## src/rtl/mioc_flop_pkg.sv

```systemverilog
// Shared definitions for the MIOC sticky event flag bank: detect modes and
// the ID-width helper.
package mioc_flop_pkg;

  localparam logic [1:0] MODE_OFF  = 2'b00;
  localparam logic [1:0] MODE_RISE = 2'b01;
  localparam logic [1:0] MODE_FALL = 2'b10;
  localparam logic [1:0] MODE_BOTH = 2'b11;

  typedef logic [1:0] mode_t;

  // A single channel still needs a 1-bit ID port.
  function automatic int clog2_min1(input int n);
    return (n <= 1) ? 1 : $clog2(n);
  endfunction

endpackage

```

## src/rtl/mioc_flag_cell.sv

```systemverilog
// One flag channel: event synchroniser, edge history, mode-qualified edge
// strobe and the sticky flag/overflow pair.
module mioc_flag_cell
  import mioc_flop_pkg::*;
#(
  parameter int   SYNC_STAGES = 2,
  parameter logic INIT_LEVEL  = 1'b0
) (
  input  logic  clk,
  input  logic  rst_n,
  input  logic  evt,
  input  mode_t mode,
  input  logic  force_set,
  input  logic  ack,
  output logic  q,
  output logic  ovf
);

  logic [SYNC_STAGES-1:0] sync_p;
  logic                   hist_p;
  logic                   s;
  logic                   rise;
  logic                   fall;
  logic                   strobe;
  logic                   set;

  assign s    = sync_p[SYNC_STAGES-1];
  assign rise = s & ~hist_p;
  assign fall = ~s & hist_p;

  always_comb begin
    strobe = 1'b0;
    unique case (mode)
      MODE_RISE: strobe = rise;
      MODE_FALL: strobe = fall;
      MODE_BOTH: strobe = rise | fall;
      default:   strobe = 1'b0;
    endcase
  end

  assign set = strobe | force_set;

  // History is reset to the same level as the synchroniser, so leaving
  // reset cannot look like an edge.
  always_ff @(posedge clk or negedge rst_n) begin
    if (!rst_n) begin
      sync_p <= {SYNC_STAGES{INIT_LEVEL}};
      hist_p <= INIT_LEVEL;
      q      <= 1'b0;
      ovf    <= 1'b0;
    end else begin
      sync_p <= {sync_p[SYNC_STAGES-2:0], evt};
      hist_p <= s;
      if (set) begin
        q <= 1'b1;
        if (ack)    ovf <= 1'b0;
        else if (q) ovf <= 1'b1;
      end else if (ack) begin
        q   <= 1'b0;
        ovf <= 1'b0;
      end
    end
  end

endmodule

```

## src/rtl/mioc_flag_bank.sv

```systemverilog
// Bank of CHANNELS sticky event flags with aggregated interrupt and
// lowest-index channel ID.
module mioc_flag_bank
  import mioc_flop_pkg::*;
#(
  parameter int   CHANNELS    = 4,
  parameter int   SYNC_STAGES = 2,
  parameter logic INIT_LEVEL  = 1'b0
) (
  input  logic                              clk,
  input  logic                              rst_n,
  input  logic [CHANNELS-1:0]               evt_i,
  input  logic [2*CHANNELS-1:0]             mode_i,
  input  logic [CHANNELS-1:0]               force_set_i,
  input  logic [CHANNELS-1:0]               ack_i,
  output logic [CHANNELS-1:0]               q_o,
  output logic [CHANNELS-1:0]               qbar_o,
  output logic [CHANNELS-1:0]               ovf_o,
  output logic                              irq_o,
  output logic [clog2_min1(CHANNELS)-1:0]   irq_id_o
);

  localparam int ID_W = clog2_min1(CHANNELS);

  for (genvar k = 0; k < CHANNELS; k++) begin : g_ch
    mioc_flag_cell #(
      .SYNC_STAGES (SYNC_STAGES),
      .INIT_LEVEL  (INIT_LEVEL)
    ) u_cell (
      .clk       (clk),
      .rst_n     (rst_n),
      .evt       (evt_i[k]),
      .mode      (mode_t'(mode_i[2*k+1:2*k])),
      .force_set (force_set_i[k]),
      .ack       (ack_i[k]),
      .q         (q_o[k]),
      .ovf       (ovf_o[k])
    );
  end

  assign qbar_o = ~q_o;
  assign irq_o  = |q_o;

  // Scan from the top down so the lowest set index is the last to write.
  always_comb begin
    irq_id_o = '0;
    for (int i = CHANNELS - 1; i >= 0; i--) begin
      if (q_o[i]) irq_id_o = ID_W'(i);
    end
  end

endmodule

```

## config.mk

```make
export PLATFORM = sky130hd
export DESIGN_NAME = mioc_flag_bank
export DESIGN_NICKNAME = d
export VERILOG_FILES = /design/src/rtl/mioc_flop_pkg.sv /design/src/rtl/mioc_flag_cell.sv /design/src/rtl/mioc_flag_bank.sv
export SDC_FILE = /design/constraint.sdc
export NUM_CORES = 1
export LEC_CHECK = 0
export CORE_UTILIZATION = 31
export CTS_CLUSTER_DIAMETER = 50
export DETAILED_ROUTE_END_ITERATION = 8
export PLACE_DENSITY = 0.71
export SETUP_SLACK_MARGIN = 0.2
export SLEW_MARGIN = 15
export SYNTH_ARGS = -nofsm -noshare
export SYNTH_HDL_FRONTEND = slang
export SYNTH_SLANG_ARGS = --single-unit
```

## constraint.sdc

```tcl
create_clock -name clk -period 3.3 [get_ports clk]
set_clock_uncertainty 0.15 [all_clocks]
set_input_delay 0.33 -clock clk [delete_from_list [all_inputs] [get_ports clk]]
set_output_delay 0.33 -clock clk [all_outputs]
set_load 0.05 [all_outputs]
```

==> flow_metrics.tcl <==
set metrics [dict create \
    drcViolationCount 4 \
    whs_path_depth 0 \
    ctsHoldBuffers 0 \
    worst-path-buf-inv 2 \
    hold_path_class "register to register" \
    layout.nets 151 \
    dp_hpwl_um 1460 \
    status "finished, violations left" \
    wl_um 1760 \
    cts.clk_slew.worst_paths_ns 0.10 \
    relSlewSlack_pct 41.6 \
    slowest_delay_ns 0.84 \
    yosys.area.top_type "dfrtp_1" \
    critPathCaptureType "primary output" \
    synth_top_area_share_pct 52.8 \
    critPathArrivalTime_ns 1.84 \
    crit_family "buffers and inverters" \
    io_buffers 36 \
    rsz0062_at_grt "false" \
    avgViaCountPerCell 4.81 \
    rrSetupSlack_ns 1.84 \
    antenna_found_initial 0 \
    area_growth_pct 38.2 \
    cap_violations 0 \
    critical_path_class "register to primary output" \
    clkPwrFrac_pct 21.0 \
    synth_area_leaders "dfrtp_1 (53%), ha_1 (11%), buf_4 (6.3%)" \
    initial_utilization_pct 33.5 \
    power_density_mw_per_mm2 406 \
    p_leak_uw 0.000602 \
    synth_nets 118 \
    diodes 0 \
    cts_tree "done" \
    fp.dieW_um 57.3 \
    yosysUniqueCellTypes 19 \
    wire_per_inst_um 11.7 \
    fin_crit_ns 2.32 \
    post_cts_resized 0 \
    die-area_mm2 0.00328 \
    root_buffer "clkbuf_4" \
    final_util_pct 46.3 \
    ir_drop_v 0.000234 \
    synth_cells 88 \
    hold_end "g_ch[0].u_cell.sync_p[1]" \
    period_share_pct 70.3 \
    ys_ff_latch 20 \
    drv_slew 0 \
    reg2reg_from "g_ch[3].u_cell.sync_p[1]" \
    first_pass_iters 6 \
    hold_viol 0 \
    ant_nets 0 \
    clock_path_buffers 2 \
    min_from "g_ch[0].u_cell.sync_p[0]" \
    required_ns 2.82 \
    route.vias.total 721 \
    routabilityCongestion 0.727 \
    core_mm2 0.00283 \
    busiest_layer "met2" \
    drive_gt1_share_pct 4.20 \
    grt_use_met3_pct 4.08 \
    fin_setup_tns_ns 0 \
    path_max_fanout 4 \
    grt_pass1_vias 724 \
    use_met2_pct 20.7 \
    overflow 0 \
    p_int_uw 365 \
    setup_viol 0 \
    crit_path_cell_trace "inv_1 > a211oi_1 > clkdlybuf4s50_1" \
    sw_frac_of_total_pct 31.5 \
    netSwitchingPower_uw 167 \
    seqPwrFrac_pct 51.3 \
    power_frac_comb_pct 27.7 \
    die_h_um 57.3 \
    cp_slowest_cell "clkdlybuf4s50_1" \
    grt_max_degree 21 \
    htreeDepth 1 \
    rows 19 \
    clock_latency_ns 0.29 \
    synth.cell_area_um2 947 \
    grt_util_met1_pct 13.4 \
    tightest_slew_ns 0.873 \
    yosys_warnings 0 \
    start_kind "register" \
    worstRegToRegCells 5 \
    grt_pass1_wl_um 3020 \
    postSynthAreaPerCell_um2 10.8 \
    pin_count 37 \
    drtIter0Drc 18 \
    numCtsBuffers 3 \
    fmaxAchievable_mhz 431 \
    violations "DRC" \
    seq_area_frac_synth_pct 52.8 \
    reg2reg_to "g_ch[3].u_cell.q" \
    postCtsSetupBuffers 0 \
    cts_sinks 20 \
    grt_usage_pct 12.0 \
]
[per-layer routing]
layer,up-vias,wire [µm]
met3,0,140
met2,25,882
met5,-,0
met1,344,738
met4,0,0
li1,352,-
[stage by stage]
| step | total power [µW] | area, µm² | setup slack (ns) | cells | hold WS, ns |
|---|---|---|---|---|---|
| 3_5_place_dp | 426 | 1290 | 1.30 | 147 | 0.188 |
| 5_1_grt | 560 | 1310 | 0.864 | 150 | 0.219 |
| 4_1_cts | 539 | 1310 | 0.964 | 150 | 0.213 |
| 3_3_place_gp | 422 | 1290 | 1.32 | 147 | 0.185 |
| 6_report | 532 | 1310 | 0.979 | 150 | 0.211 |
| 2_1_floorplan | 369 | 947 | 0.935 | 88 | -0.116 |
[flip-flops by register name (all words and copies together), names as in the netlist]
register and count:
g_ch.u_cell.sync_p 8, g_ch.u_cell.hist_p 4, g_ch.u_cell.ovf 4, g_ch.u_cell.q 4
[power by group through the flow]
stage	clock, µW	sequential [µW]	combinational [µW]
after floorplan	0	275	93.9
after global placement	0	277	146
after detailed placement	0	278	148
after CTS	117	273	149
after global routing	126	275	159
final	112	273	147
[cells in the final DEF (no fill, tap or decap), drive strengths merged, types with 2 or more instances in the layout]
master and count:
o21ai 4, a311oi 5, o2111ai 3, or2 2, nor2 8, inv 15
nand3b 3, clkdlybuf4s50 36, nor2b 6, clkbuf 3, ha 8, dfrtp 20
[cell usage after synthesis]
cell / count
buf_4: 8
o2111ai_1: 3
a21oi_1: 1
o21ai_1: 1
or2_2: 1
o21ai_0: 3
dfrtp_1: 20
a311oi_1: 5
nand2_1: 1
nor3_1: 1
or2_1: 1
nand3b_1: 3
and3b_2: 1
nor2b_1: 6
a211oi_1: 1
nor2_1: 8
nand4_1: 1
inv_1: 15
ha_1: 8
[worst max path at each step]
stage,startpoint,end,slack [ns],cells after the start
2_1_floorplan,g_ch[3].u_cell.q,irq_id_o[1],0.94,2
3_3_place_gp,g_ch[3].u_cell.q,irq_id_o[1],1.32,3
3_5_place_dp,g_ch[3].u_cell.q,irq_id_o[1],1.30,3
4_1_cts,g_ch[3].u_cell.q,irq_id_o[1],0.96,3
5_1_grt,g_ch[3].u_cell.q,irq_id_o[1],0.86,3
6_report,g_ch[3].u_cell.q,irq_id_o[1],0.98,3
[kinds of logic (layout without fill, tap and decap cells)]
family / after synthesis / in the layout / synth area share (%)
flops: 20 / 20 / 52.8
compound gates: 14 / 14 / 10.8
fa+ha+maj: 8 / 8 / 10.6
simple gates: 23 / 23 / 13.5
buf+inv: 23 / 54 / 12.3
[layout make-up]
type                       count  area, µm²
timing repair buffer          36        360
sequential                    20        500
multi-input combinational     45        330
clock buffer                   3       22.5
fill                         259       1520
tap                           31       38.8
inverter                      15       56.3
Power figures use the tool's default switching activity.
